$ cat src/rtl/div_pkg.sv
// Shared types and helpers for the iterative restoring divider.
package div_pkg;

  typedef enum logic [1:0] {
    IDLE = 2'd0,
    LOAD = 2'd1,
    ITER = 2'd2,
    DONE = 2'd3
  } div_state_e;

  function automatic int clog2(input int value);
    int r;
    int p;
    r = 0;
    p = 1;
    for (int i = 0; i < 31; i++) begin
      if (p < value) begin
        r = i + 1;
        p = p * 2;
      end else begin
        r = r;
      end
    end
    return (r < 1) ? 1 : r;
  endfunction

endpackage

$ cat src/rtl/div_iter_if.sv
// Core-side run/stall divide bus: operands in, stall and results out.
interface div_iter_if #(
  parameter int WIDTH = 32
);
  logic             run;
  logic             u;
  logic [WIDTH-1:0] x;
  logic [WIDTH-1:0] y;
  logic             stall;
  logic [WIDTH-1:0] quot;
  logic [WIDTH-1:0] rem;
  logic             dz;

  modport master (output run, u, x, y, input stall, quot, rem, dz);
  modport slave  (input run, u, x, y, output stall, quot, rem, dz);
endinterface

$ cat src/rtl/div_step.sv
// One combinational restoring-division step on the {remainder, quotient} register.
module div_step #(
  parameter int WIDTH = 32
) (
  input  logic [2*WIDTH-1:0] rq_i,
  input  logic [WIDTH-1:0]   y_i,
  output logic [2*WIDTH-1:0] rq_o
);

  logic [WIDTH:0] w_s;
  logic           take_s;

  // Trial subtract; the shifted-out top bit is zero in normal use but keeps the step exact.
  always_comb begin
    w_s    = {1'b0, rq_i[2*WIDTH-2:WIDTH-1]} - {1'b0, y_i};
    take_s = rq_i[2*WIDTH-1] | ~w_s[WIDTH];
    if (take_s) begin
      rq_o = {w_s[WIDTH-1:0], rq_i[WIDTH-2:0], 1'b1};
    end else begin
      rq_o = {rq_i[2*WIDTH-2:0], 1'b0};
    end
  end

endmodule

$ cat src/rtl/div_iter.sv
// Iterative restoring divider (floored signed / unsigned), BPC quotient bits per cycle.
// Optional early exit for |x| < y is enabled by defining DIV_EARLY_EXIT_EN.
module div_iter
  import div_pkg::*;
#(
  parameter int WIDTH = 32,
  parameter int BPC   = 1
) (
  input logic       clk,
  input logic       rst,
  div_iter_if.slave bus
);

  localparam int DIV_ITERS = WIDTH / BPC;
  localparam int CW        = clog2(DIV_ITERS);
  // LOAD already retires the first BPC bits, so ITER covers the remaining DIV_ITERS-1 batches.
  localparam logic [CW-1:0]    LAST_CNT = CW'(DIV_ITERS - 2);
  localparam logic [CW-1:0]    CNT_ONE  = {{(CW-1){1'b0}}, 1'b1};
  localparam logic [WIDTH-1:0] ONE_W    = {{(WIDTH-1){1'b0}}, 1'b1};
  localparam logic [WIDTH-1:0] ZERO_W   = {WIDTH{1'b0}};

  div_state_e         state_q;
  logic [2*WIDTH-1:0] rq_q;
  logic [CW-1:0]      cnt_q;
  logic [WIDTH-1:0]   y_q;
  logic               sign_q;
  logic               dz_q;
  logic [WIDTH-1:0]   quot_q;
  logic [WIDTH-1:0]   rem_q;

  logic               load_s;
  logic               sign_s;
  logic               cur_sign_s;
  logic               early_s;
  logic [WIDTH-1:0]   x_abs_s;
  logic [WIDTH-1:0]   y_s;
  logic [2*WIDTH-1:0] rq_src_s;
  logic [2*WIDTH-1:0] step_out_s;
  logic [2*WIDTH-1:0] fin_s;
  logic [WIDTH-1:0]   r_s;
  logic [WIDTH-1:0]   q_s;
  logic [WIDTH-1:0]   cq_s;
  logic [WIDTH-1:0]   cr_s;

  // Operand selection: LOAD works straight from the bus, ITER from the latched copies.
  always_comb begin
    load_s  = (state_q == LOAD);
    sign_s  = bus.u & bus.x[WIDTH-1];
    x_abs_s = sign_s ? (~bus.x + ONE_W) : bus.x;
    if (load_s) begin
      rq_src_s   = {ZERO_W, x_abs_s};
      y_s        = bus.y;
      cur_sign_s = sign_s;
    end else begin
      rq_src_s   = rq_q;
      y_s        = y_q;
      cur_sign_s = sign_q;
    end
  end

  for (genvar g = 0; g < BPC; g++) begin : g_step
    logic [2*WIDTH-1:0] in_s;
    logic [2*WIDTH-1:0] out_s;
    if (g == 0) begin : g_first
      assign in_s = rq_src_s;
    end else begin : g_next
      assign in_s = g_step[g-1].out_s;
    end
    div_step #(.WIDTH(WIDTH)) u_step (
      .rq_i (in_s),
      .y_i  (y_s),
      .rq_o (out_s)
    );
  end

  assign step_out_s = g_step[BPC-1].out_s;

  // Final RQ value and floored sign correction of the quotient/remainder pair.
  always_comb begin
    early_s = 1'b0;
`ifdef DIV_EARLY_EXIT_EN
    early_s = load_s && (bus.y != ZERO_W) && (x_abs_s < bus.y);
`endif
    if (early_s) begin
      fin_s = {x_abs_s, ZERO_W};
    end else begin
      fin_s = step_out_s;
    end
    r_s = fin_s[2*WIDTH-1:WIDTH];
    q_s = fin_s[WIDTH-1:0];
    if (!cur_sign_s) begin
      cq_s = q_s;
      cr_s = r_s;
    end else if (r_s == ZERO_W) begin
      cq_s = ~q_s + ONE_W;
      cr_s = ZERO_W;
    end else begin
      cq_s = ~q_s;
      cr_s = y_s - r_s;
    end
  end

  // Controller, iteration counter and registered results.
  always_ff @(posedge clk or posedge rst) begin
    if (rst) begin
      state_q <= IDLE;
      rq_q    <= {(2*WIDTH){1'b0}};
      cnt_q   <= {CW{1'b0}};
      y_q     <= ZERO_W;
      sign_q  <= 1'b0;
      dz_q    <= 1'b0;
      quot_q  <= ZERO_W;
      rem_q   <= ZERO_W;
    end else begin
      case (state_q)
        IDLE: begin
          if (bus.run) begin
            state_q <= LOAD;
            dz_q    <= 1'b0;
          end
        end
        LOAD: begin
          if (!bus.run) begin
            state_q <= IDLE;
            dz_q    <= 1'b0;
          end else begin
            y_q    <= bus.y;
            sign_q <= sign_s;
            cnt_q  <= {CW{1'b0}};
            if (bus.y == ZERO_W) begin
              dz_q    <= 1'b1;
              quot_q  <= {WIDTH{1'b1}};
              rem_q   <= bus.x;
              rq_q    <= {ZERO_W, x_abs_s};
              state_q <= DONE;
            end else if (early_s) begin
              rq_q    <= fin_s;
              quot_q  <= cq_s;
              rem_q   <= cr_s;
              state_q <= DONE;
            end else begin
              rq_q    <= fin_s;
              state_q <= ITER;
            end
          end
        end
        ITER: begin
          if (!bus.run) begin
            state_q <= IDLE;
            dz_q    <= 1'b0;
          end else begin
            rq_q <= fin_s;
            if (cnt_q == LAST_CNT) begin
              quot_q  <= cq_s;
              rem_q   <= cr_s;
              state_q <= DONE;
            end else begin
              cnt_q <= cnt_q + CNT_ONE;
            end
          end
        end
        DONE: begin
          if (!bus.run) begin
            state_q <= IDLE;
          end
        end
        default: state_q <= IDLE;
      endcase
    end
  end

  assign bus.stall = bus.run & (state_q != DONE);
  assign bus.quot  = quot_q;
  assign bus.rem   = rem_q;
  assign bus.dz    = dz_q;

endmodule
$ cat src/flat_wrapper.sv
// flat-port wrapper written by rule: the top's interface ports become plain ports
module div_iter_flat import div_pkg::*;
#(
  parameter int WIDTH = 32,
  parameter int BPC   = 1
)
  (clk, rst, bus_run, bus_u, bus_x, bus_y, bus_stall, bus_quot, bus_rem, bus_dz);
  div_iter_if #(.WIDTH(WIDTH)) bus_i ();
  input logic clk;
  input logic rst;
  input wire logic [$bits(bus_i.run)-1:0] bus_run;
  input wire logic [$bits(bus_i.u)-1:0] bus_u;
  input wire logic [$bits(bus_i.x)-1:0] bus_x;
  input wire logic [$bits(bus_i.y)-1:0] bus_y;
  output wire logic [$bits(bus_i.stall)-1:0] bus_stall;
  output wire logic [$bits(bus_i.quot)-1:0] bus_quot;
  output wire logic [$bits(bus_i.rem)-1:0] bus_rem;
  output wire logic [$bits(bus_i.dz)-1:0] bus_dz;
  assign bus_i.run = bus_run;
  assign bus_i.u = bus_u;
  assign bus_i.x = bus_x;
  assign bus_i.y = bus_y;
  assign bus_stall = bus_i.stall;
  assign bus_quot = bus_i.quot;
  assign bus_rem = bus_i.rem;
  assign bus_dz = bus_i.dz;
  div_iter #(.WIDTH(WIDTH), .BPC(BPC)) u_core (.clk(clk), .rst(rst), .bus(bus_i));
endmodule
$ cat config.mk
export PLATFORM = sky130hd
export DESIGN_NAME = div_iter_flat
export DESIGN_NICKNAME = d
export VERILOG_FILES = /design/src/rtl/div_pkg.sv /design/src/rtl/div_iter_if.sv /design/src/rtl/div_step.sv /design/src/rtl/div_iter.sv /design/src/flat_wrapper.sv
export SDC_FILE = /design/constraint.sdc
export NUM_CORES = 1
export LEC_CHECK = 0
export ABC_AREA = 1
export CAP_MARGIN = 0
export CORE_MARGIN = 2
export CORE_UTILIZATION = 45
export CTS_BUF_LIST = sky130_fd_sc_hd__clkbuf_8
export DETAILED_ROUTE_END_ITERATION = 12
export SLEW_MARGIN = 20
export SYNTH_ARGS = -nofsm -noshare
export SYNTH_HDL_FRONTEND = slang
export SYNTH_SLANG_ARGS = --single-unit
$ cat constraint.sdc
create_clock -name clk -period 14.7 [get_ports clk]
set_clock_uncertainty 0.15 [all_clocks]
set_input_delay 1.47 -clock clk [delete_from_list [all_inputs] [get_ports clk]]
set_output_delay 1.47 -clock clk [all_outputs]
set_load 0.03 [all_outputs]
==> impl_results.md <==
- Status: complete, no violations
- PostCTS Resize Cnt: 0
- Vias per Instance: 5.56
- FF+latch count, synth: 169
- Vias in the first global route: 17200
- Hold Crit Class: flip-flop to flip-flop
- DIE AREA: 0.0379 mm2
- Antenna-violating nets left: 0
- Most frequent cells in the layout: nand2_1, inv_1, nor2_1
- H-tree levels: 4
- Tightest Pin Transition: 1.19 ns
- CP Launch Type: flip-flop
- Crit path buf inv count: 6
- Register area: 0.00423 mm2
- Dpl hpwl: 51.3 mm
- Slowest stage delay, CP: 0.71 ns
- Count of final setup violators: 0
- Crit-path slowest cell: o21ai_0
- Met3 GRT Util: 0.0796
- CTS Hold Buffers Added: 0
- Layout cells sized above 1: 0.0455
- Max-cap violation count: 0
- CP arrival: 8.33 ns
- Num rows: 69
- Post-Syn Nets: 2924
- Distinct cell type count of the synthesized netlist: 50
- Post-CTS setup buffers: 0
- Clk sinks: 169
- DR iter-0 viols: 1784
- Commonest non-fill, non-tap cell in the layout: nand2_1
- Netlist Area Pre-Place: 0.0163 mm2
- FMAX: 125 MHz
- Largest net degree at the start of global routing: 82
- CTS buffer count: 17
- Final hold violation count: 0
- Final RePlAce weighted congestion: 1.01
- IO buf count: 133
- Remaining DRCs: 0
- Most frequent CP cell: nand2_1
- Final critical-path required period: 7.99 ns
- Setup CP Type: flip-flop to flip-flop
- Synth Instances: 2809
- WHS: 0.322 ns
- M2 GR Usage: 0.469
- Setup_tns: 0 ns
- Area delta synth->final: 12.4%
- CTS tree: built
- Yosys top cell by area: dfrtp_1
- Global Route met1 Usage: 0.527
- Multi-input gate area in the final layout: 0.0102 mm2
- DRT Pass-1 Iters: 6
- CTS Buffer Depth: 2
- Max-Slew Margin vs Limit: 0.198
- Gr usage total: 0.344
- Starting Density: 0.458
- DRT Wirelength: 64.9 mm
- Final worst-path cycle share: 0.544
- Final WS setup: 6.71 ns
- Crit path required time: 15.04 ns
- Final Max Tran Viols: 0
- Top delay family on crit path: simple AND/OR/NAND/NOR gates
- Crit end category: flip-flop
- Fillers: 3880
- RSZ-0062 raised after global routing: no
- Vias post-DR: 18700
- Core area: 0.0357 mm2
- Setup WS pre-CTS: 6.39 ns
- GRT overflow: 0
- Synth top area cells: dfrtp_1, nand2_1, inv_1
- Die X: 195 um
- Global routing's busiest layer: met1
- Antenna violations before repair: 0
- Boundary Pins: 134
- Clock Latency Late Sink: 0.55 ns
- Ys Warns: 0
- First-pass GRT wire length: 99.9 mm
- Clock Root Buffer: clkbuf_8
- Avg WL per Cell: 19.3 um
- Die H: 195 um
- Worst-path fanout max: 81
- Seq/Total Area, Yosys: 0.259
- Top cell type's share of synthesized area: 0.259
- Clk slew on worst S/H paths: 0.11 ns
- Final nets: 3001
- Syn_area_per_cell: 5.82 um2
synth_stat cells, drive strengths merged:
cell,number
a21boi,3
a21o,1
a21oi,98
a221o,1
a22oi,5
a31oi,4
and2,4
buf,35
clkbuf,54
clkinv,6
dfrtp,169
fa,2
ha,45
inv,395
nand2,1075
nand3,243
nand3b,21
nand4,41
nor2,252
nor3,20
nor3b,2
nor4,12
o211ai,24
o21a,4
o21ai,138
o21bai,6
o221ai,14
o22ai,37
o31ai,1
or2,44
xnor2,6
xor2,47
path summary, 6_finish.rpt:
path | from | endpoint | slack [ns] | cells past startpoint
setup / recovery | u_core.state_q[0]$_DFFE_PP0P_ | u_core.bus.quot[2]$_DFFE_PP0P_ | 6.71 | 25
hold / removal | u_core.y_q[20]$_DFFE_PP0P_ | u_core.y_q[20]$_DFFE_PP0P_ | 0.32 | 2
setup reg to reg | u_core.state_q[0]$_DFFE_PP0P_ | u_core.bus.quot[2]$_DFFE_PP0P_ | 6.71 | 25
hold reg to reg | u_core.y_q[20]$_DFFE_PP0P_ | u_core.y_q[20]$_DFFE_PP0P_ | 0.32 | 2
max in group asynchronous | rst | u_core.y_q[4]$_DFFE_PP0P_ | 11.05 | 4
min in group asynchronous | rst | u_core.bus.quot[6]$_DFFE_PP0P_ | 1.17 | 2
area by class of cell:
cell class,instances,share of cell area
well taps,461,0.0314
clock buffers,17,0.0127
multi-input cells,2150,0.555
flip-flops and latches,169,0.230
inverters,401,0.0822
repair buffers,147,0.0782
clock inverters,15,0.00974
diodes,1,0.000136
logic make-up after synthesis:
| group | count (synthesis) | synth area share |
|---|---|---|
| simple gates | 1714 | 0.440 |
| buf+inv | 490 | 0.118 |
| compound gates | 336 | 0.117 |
| flops | 169 | 0.259 |
| xor+xnor | 53 | 0.0284 |
| fa+ha+maj | 47 | 0.0369 |
metal layers:
layer | vias to the layer above | wire (um)
met5 | - | 0
met4 | 0 | 1800
met3 | 85 | 6960
met2 | 922 | 25300
met1 | 8609 | 30800
li1 | 9056 | -
per-stage QoR:
stage / cell area, um2 / instances / util
floorplan: 16300 / 2809 / -
global placement: 18000 / 3328 / 0.504
detailed placement: 18000 / 3328 / 0.504
CTS: 18400 / 3360 / 0.515
global route: 18400 / 3360 / 0.515
finish: 18400 / 3361 / 0.515
flip-flops by register name, indices dropped and copies added, names as in the netlist:
name	count
u_core.bus.dz	1
u_core.sign_q	1
u_core.state_q	2
u_core.bus.quot	32
u_core.rq_q	64
u_core.bus.rem	32
u_core.cnt_q	5
u_core.y_q	32
tightest hold or removal path: stages (launching register included):
cell and delay [ns]:
dfrtp_1 0.35, nand2_1 0.05, nand2_1 0.05
Power is left out: the tool's default activity adds up to more than one toggle a clock period on the data nets, which glitch-free logic cannot reach.
